## src/rtl/serial_tx_pkg.sv

```systemverilog
// ============================================================================
//  serial_tx_pkg : shared types and constants for the serial_tx_8 word shifter
//  Revision      : 1.0
// ============================================================================
`default_nettype none

package serial_tx_pkg;

    typedef enum logic [0:0] {
        IDLE  = 1'b0,
        SHIFT = 1'b1
    } tx_state_e;

    localparam int DEFAULT_WIDTH = 8;

    // A one-bit word still needs a one-bit counter register.
    function automatic int cnt_width(input int width);
        return (width > 1) ? $clog2(width) : 1;
    endfunction

endpackage

`default_nettype wire

```

## src/rtl/tx_bit_counter.sv

```systemverilog
// ============================================================================
//  tx_bit_counter : loadable down-counter that tracks bits left in a word
//  Revision       : 1.0
// ============================================================================
`default_nettype none

module tx_bit_counter #(
    parameter int WIDTH = 3
) (
    input  logic             c,
    input  logic             reset,
    input  logic             load,
    input  logic [WIDTH-1:0] load_value,
    input  logic             dec,
    output logic             zero
);

    logic [WIDTH-1:0] count;

    // Load wins over decrement so a back-to-back word restarts the count.
    always_ff @(posedge c) begin
        if (reset) begin
            count <= '0;
        end else if (load) begin
            count <= load_value;
        end else if (dec && (count != '0)) begin
            count <= count - 1'b1;
        end
    end

    assign zero = (count == '0);

endmodule

`default_nettype wire

```

## src/rtl/serial_tx_8.sv

```systemverilog
// ============================================================================
//  serial_tx_8 : parallel-in, serial-out word transmitter with ready/valid
//  Revision    : 1.0
// ============================================================================
`default_nettype none

module serial_tx_8
    import serial_tx_pkg::*;
#(
    parameter int WIDTH     = DEFAULT_WIDTH,
    parameter int MSB_FIRST = 1
) (
    input  logic             c,
    input  logic             reset,
    input  logic [WIDTH-1:0] din,
    input  logic             valid,
    output logic             ready,
    output logic             sout,
    output logic             busy,
    output logic             last
);

    localparam int             CW       = cnt_width(WIDTH);
    localparam logic [CW-1:0]  LAST_IDX = CW'(WIDTH - 1);

    tx_state_e        state;
    tx_state_e        state_next;
    logic [WIDTH-1:0] shreg;
    logic [WIDTH-1:0] shreg_next;
    logic [WIDTH-1:0] shifted;
    logic             out_bit;
    logic             cnt_zero;
    logic             cnt_dec;
    logic             handshake;

    generate
        if (MSB_FIRST != 0) begin : g_msb_first
            assign out_bit = shreg[WIDTH-1];
            assign shifted = shreg << 1;
        end else begin : g_lsb_first
            assign out_bit = shreg[0];
            assign shifted = shreg >> 1;
        end
    endgenerate

    assign busy      = (state == SHIFT);
    assign ready     = (state == IDLE) || cnt_zero;
    assign last      = busy && cnt_zero;
    assign sout      = busy && out_bit;
    assign handshake = valid && ready;

    always_comb begin
        state_next = state;
        shreg_next = shreg;
        cnt_dec    = 1'b0;
        case (state)
            IDLE: begin
                if (handshake) begin
                    state_next = SHIFT;
                    shreg_next = din;
                end
            end
            SHIFT: begin
                if (handshake) begin
                    shreg_next = din;
                end else if (cnt_zero) begin
                    state_next = IDLE;
                    shreg_next = '0;
                end else begin
                    shreg_next = shifted;
                    cnt_dec    = 1'b1;
                end
            end
            default: begin
                state_next = IDLE;
                shreg_next = '0;
            end
        endcase
    end

    always_ff @(posedge c) begin
        if (reset) begin
            state <= IDLE;
            shreg <= '0;
        end else begin
            state <= state_next;
            shreg <= shreg_next;
        end
    end

    tx_bit_counter #(
        .WIDTH (CW)
    ) u_bit_counter (
        .c          (c),
        .reset      (reset),
        .load       (handshake),
        .load_value (LAST_IDX),
        .dec        (cnt_dec),
        .zero       (cnt_zero)
    );

endmodule

`default_nettype wire

```

## config.mk

```make
export PLATFORM = sky130hd
export DESIGN_NAME = serial_tx_8
export DESIGN_NICKNAME = d
export VERILOG_FILES = /design/src/rtl/serial_tx_pkg.sv /design/src/rtl/tx_bit_counter.sv /design/src/rtl/serial_tx_8.sv
export SDC_FILE = /design/constraint.sdc
export NUM_CORES = 1
export LEC_CHECK = 0
export ABC_AREA = 0
export BUFFER_PORTS_ARGS = -buffer_cell sky130_fd_sc_hd__buf_2
export CAP_MARGIN = 30
export CORE_ASPECT_RATIO = 1.1
export CORE_UTILIZATION = 40
export DETAILED_ROUTE_END_ITERATION = 8
export HOLD_SLACK_MARGIN = 0.05
export PLACE_DENSITY = 0.67
export RECOVER_POWER = 100
export SYNTH_ARGS = -nofsm -noshare
export SYNTH_HDL_FRONTEND = slang
export SYNTH_SLANG_ARGS = --single-unit
```

## constraint.sdc

```tcl
create_clock -name c -period 1.6 [get_ports c]
set_clock_uncertainty 0.1 [all_clocks]
set_input_delay 0.24 -clock c [delete_from_list [all_inputs] [get_ports c]]
set_output_delay 0.24 -clock c [all_outputs]
set_load 0.01 [all_outputs]
```

* Word-level counts from Yosys, hierarchy flattened *
Index checks and enable logic that the tools add are counted.

storage, ports and cells
  register bits = 12
  bits of input ports = 11

cells by class
  equality and inequality tests = 1
  mux-type cells = 12
  bitwise gates (word level) = 1
  $add $sub $neg = 1
  reductions and logical operators = 8

operator list
  operator               count
  $mux W8                3
  $pmux W8 S2            1
  $mux W3                2
  $mux W1                5
  $logic_and A1 B1 Y1    4
  $logic_not A3 Y1       1
  $reduce_bool A3 Y1     1
  $sub A3 B1 Y3 const B  1
  $ne A2 B2 Y1 const B   1
  $pmux W1 S2            1
  $reduce_bool A2 Y1     1
  $logic_or A1 B1 Y1     1
  $not A1 Y1             1

* Logic depth before layout (Yosys ltp) *
  word-level depth = 8
  mapped depth = 6
  mapped depth without buffers = 5

* Modules after synthesis *
Synthesis repeated with hierarchy kept, for this count alone.

second synthesis, totals
  cell total of the unflattened synthesis = 58
  area, all modules = 576.8 um^2

by module, submodules not included
  module          cells an instance  instances  sequential area each (um^2)  area each (um^2)
  serial_tx_8     37                 1          180.2                        394.1
  tx_bit_counter  21                 1          60.1                         182.7

* Worst setup path after synthesis *
No wires, ideal clock.

  kind = register -> register
  start point = reg u_bit_counter.count[0]
  end point = reg shreg[1]
  stages on the path, launching flop included = 6
  period minus slack after synthesis = 1390 ps
  buffers on the path = 0
  required time = 1440 ps
  library setup time = 60 ps
  setup slack = 210 ps
  data arrival time = 1229 ps
  path through = dfxtp_1 -> inv_1 -> ha_1 -> nor2b_1 -> mux2i_2 -> o221a_1

on the way
  word-level cells in the longest chain between the ends = 5
  elaborated cells on any way between the ends = 7

ends and longest elaborated chain
  item                    line                  RTL
  from (decl)             tx_bit_counter.sv:18  logic [WIDTH-1:0] count;
  from (signal assigned)  tx_bit_counter.sv:25  count <= load_value;
  from (signal assigned)  tx_bit_counter.sv:27  count <= count - 1'b1;
  $logic_not A3 Y1 *      tx_bit_counter.sv:31  assign zero = (count == '0);
  $logic_or A1 B1 Y1      serial_tx_8.sv:47     assign ready = (state == IDLE) || cnt_zero;
  $logic_and A1 B1 Y1     serial_tx_8.sv:50     assign handshake = valid && ready;
  $mux W8                 serial_tx_8.sv:64     if (handshake) begin
  $pmux W8 S2             serial_tx_8.sv:56     case (state)
  to (signal assigned)    serial_tx_8.sv:87     shreg <= shreg_next;
  to (decl)               serial_tx_8.sv:28     logic [WIDTH-1:0] shreg;

Mark *: on every way between the ends. The rest lies on a longest branch, timed or not.
A chain may end at the register's enable or synchronous reset.

* Worst setup path after layout *
  start point = reg u_bit_counter.count[0]
  end point = out ready

on the way
  word-level cells in the longest chain between the ends = 2

ends and longest elaborated chain
  item                line                  RTL
  $logic_not A3 Y1    tx_bit_counter.sv:31
  $logic_or A1 B1 Y1  serial_tx_8.sv:47
  to (decl)           serial_tx_8.sv:17     output logic ready,

No other way between the ends.

==> results.py <==
metrics = {
    "flow_run": {
        "drv_cap": 0,
    },
    "critical_path": {
        "crit_path_max_incr_delay_ns": 0.33,
        "reg2reg_from": "u_bit_counter.count[0]$_SDFFE_PP0P_",
        "startpoint_type": "flop",
        "crit_path_top_delay_cell": "dfxtp_2",
        "crit_arrival_ns": 1.19,
        "cp-end-kind": "primary output",
        "reg2reg_to": "shreg[2]$_SDFFE_PP0P_",
        "path_class": "reg -> out",
        "crit_path_max_fanout": 11,
        "worstPathRequired_ns": 1.26,
        "reg2reg_depth": 6,
        "r2r_setup_slack_ns": 0.15,
        "path_cells": "inv_2 -> ha_4 -> nand2b_4 -> nand2_8 -> buf_2",
    },
    "clocking": {
        "cts_buffers": 3,
        "clk_pin_slew_ns": 0.07,
        "clockRootBuffer": "clkbuf_4",
        "clkSinkCount": 12,
        "cts.path.max_buffers": 2,
        "worstSkewPairLatency_ns": 0.28,
        "htree_levels": 1,
        "cts_tree": "yes",
        "ctsHoldBuffers": 0,
    },
    "floorplanning": {
        "initial_core_util_pct": 44.0,
        "ios": 15,
        "die_width_um": 39.7,
        "die_y_um": 43.4,
        "die-area_um2": 1720,
        "rows": 14,
        "core_um2": 1420,
    },
    "synth": {
        "synthDistinctLibCells": 25,
        "synth.avg_cell_area_um2": 8.92,
        "yosysWarnings": 0,
        "syn_inst": 70,
        "syn-cell-area_um2": 624,
        "synthesis.nets": 83,
        "ys_seq_elements": 12,
        "ys_seq_area_share_pct": 38.5,
    },
    "routing": {
        "wl_per_cell_um": 12.7,
        "route.vias.total": 548,
        "viasPerCell": 5.22,
        "antenna_left": 0,
        "drc": 0,
        "firstDrtPassIters": 4,
        "drt-total-wl_um": 1330,
        "drt_iter0_drc": 10,
    },
    "cells_and_area": {
        "syn_to_final_growth_pct": 28.1,
        "drive_gt1_share_pct": 36.0,
        "diodes": 0,
        "fin_area_um2": 800,
        "fin_nets": 103,
        "final_util_pct": 56.3,
        "fin_cells": 105,
    },
    "timing": {
        "setup_ws_ns": 0.0706,
        "fmax_mhz": 654,
        "maxSlewViolCount": 0,
        "setup-tns-final_ns": 0,
        "max_slew.worst_pin.slew_ns": 0.227,
        "setup-violations-final": 0,
        "holdWs_ns": 0.153,
        "hold_viol": 0,
        "slew_headroom_pct": 84.9,
        "post-route-period-util_pct": 95.6,
        "min_period_ns": 1.53,
    },
    "pwr": {
        "total_power_uw": 782,
        "ir_worst_vdd_mv": 0.586,
        "power.density_nw_per_um2": 979,
        "cellLeakagePower_nw": 0.344,
    },
    "placement": {
        "dpl-instance-area_um2": 727,
        "port_buffers": 14,
        "gp_congestion": 0.711,
        "place_inst": 101,
        "pre_cts_slack_ns": 0.0914,
        "dpl.hpwl_um": 864,
    },
    "grt": {
        "antenna_found_initial": 0,
        "grt-ovfl-total": 0,
        "grt_pass1_wl_um": 2190,
        "grt_usage_pct": 18.5,
        "grt_max_degree": 13,
        "grt_pass1_vias": 531,
    },
    "worst_hold_path": {
        "hold_path.class": "in -> reg",
        "hold_end": "shreg[0]$_SDFFE_PP0P_",
        "hold_depth": 3,
        "hp-start": "din[0]",
    },
    "outcome": {
        "outcome": "finished, final reports clean",
    },
}
state kept, by name, indices dropped and copies added (netlist names):
register	cells
busy	1
shreg	8
u_bit_counter.count	3
how the worst max path moves through the flow:
| stage | cells after the start | endpoint | from | slack, ns |
|---|---|---|---|---|
| 3_3_place_gp | 6 | shreg[1]$_SDFFE_PP0P_ | u_bit_counter.count[0]$_SDFFE_PP0P_ | 0.11 |
| 6_report | 5 | ready | u_bit_counter.count[0]$_SDFFE_PP0P_ | 0.07 |
| 3_5_place_dp | 6 | shreg[3]$_SDFFE_PP0P_ | u_bit_counter.count[0]$_SDFFE_PP0P_ | 0.09 |
| 5_1_grt | 5 | ready | u_bit_counter.count[0]$_SDFFE_PP0P_ | -0.004 |
| 4_1_cts | 5 | ready | u_bit_counter.count[0]$_SDFFE_PP0P_ | 0.005 |
| 2_1_floorplan | 5 | shreg[1]$_SDFFE_PP0P_ | u_bit_counter.count[0]$_SDFFE_PP0P_ | 0.21 |
per-layer routing:
| layer | GRT usage [%] | vias to the layer above | wire length, um |
|---|---|---|---|
| met3 | 6.15 | 2 | 41 |
| met4 | 10.3 | 0 | 13 |
| li1 | - | 288 | - |
| met2 | 28.5 | 10 | 609 |
| met1 | 21.8 | 248 | 667 |
| met5 | 0 | - | 0 |
power breakdown:
part           switching, mW  leakage, nW  internal (mW)
clock                  0.106       0.0210          0.138
combinational         0.0913        0.222         0.0927
sequential            0.0239        0.100          0.330
final cells by class:
type	instances	area, um2
flip-flops and latches	12	245
fillers	136	619
well taps	16	20.0
multi-input cells	49	372
clock buffers	4	36.3
repair buffers	19	108
inverters	5	18.8
synth_stat cells:
master / count / area, um2
a211oi_1: 1 / 7.51
a21oi_1: 3 / 15.0
a311oi_2: 1 / 15.0
a31o_1: 1 / 8.76
a31oi_1: 1 / 6.26
and2_1: 8 / 50.1
and3_1: 1 / 6.26
buf_2: 2 / 10.0
buf_6: 1 / 11.3
clkbuf_1: 1 / 3.75
dfxtp_1: 12 / 240
ha_1: 2 / 25.0
inv_1: 4 / 15.0
inv_2: 1 / 3.75
mux2i_2: 1 / 13.8
nand2_1: 1 / 3.75
nand2_2: 1 / 6.26
nand2b_2: 1 / 8.76
nand3_1: 1 / 5.00
nor2_1: 8 / 30.0
nor2b_1: 1 / 6.26
nor3_1: 8 / 40.0
o211ai_1: 1 / 7.51
o221a_1: 7 / 78.8
or3_1: 1 / 6.26
logic make-up (layout without fill, tap and decap cells):
logic type               Yosys count  count (layout)  share of synthesized area [%]
AND/OR/NAND/NOR                   31              31                           26.1
AO/OA/AOI/OAI                     15              15                           22.2
flip-flops                        12              12                           38.5
buffers and inverters              9              28                           7.01
adder cells (fa/ha/maj)            2               2                           4.01
multiplexers                       1               1                           2.20
critical path: cells and delay by family, from the launching register on:
family / cells / cell delay, ns
fa+ha+maj: 1 / 0.16
buf+inv: 2 / 0.22
simple gates: 2 / 0.21
flops: 1 / 0.33
timing repair:
action	CTS	global route
buffers inserted	0	0
resized for setup	6	3
endpoints found under the setup margin	2	4
cells in the final DEF, fill, tap and decap left out:
master / netlist / layout
a211oi_1: 1 / 1
a21oi_1: 3 / 3
a311oi_2: 1 / 1
a31o_1: 1 / 1
a31oi_1: 1 / 1
and2_1: 8 / 8
and3_1: 1 / 1
buf_2: 2 / 14
buf_4: 0 / 5
clkbuf_4: 0 / 3
clkbuf_8: 0 / 1
dfxtp_1: 12 / 10
dfxtp_2: 0 / 1
dfxtp_4: 0 / 1
ha_1: 2 / 1
ha_4: 0 / 1
inv_1: 4 / 3
inv_2: 1 / 2
mux2i_2: 1 / 1
nand2_1: 1 / 1
nand2_8: 0 / 1
nand2b_4: 0 / 1
nand3_1: 1 / 1
nor2_1: 8 / 8
nor2b_1: 1 / 1
nor3_1: 8 / 8
o211ai_1: 1 / 1
o221a_1: 7 / 7
or3_1: 1 / 1
Power figures use the tool's default switching activity.
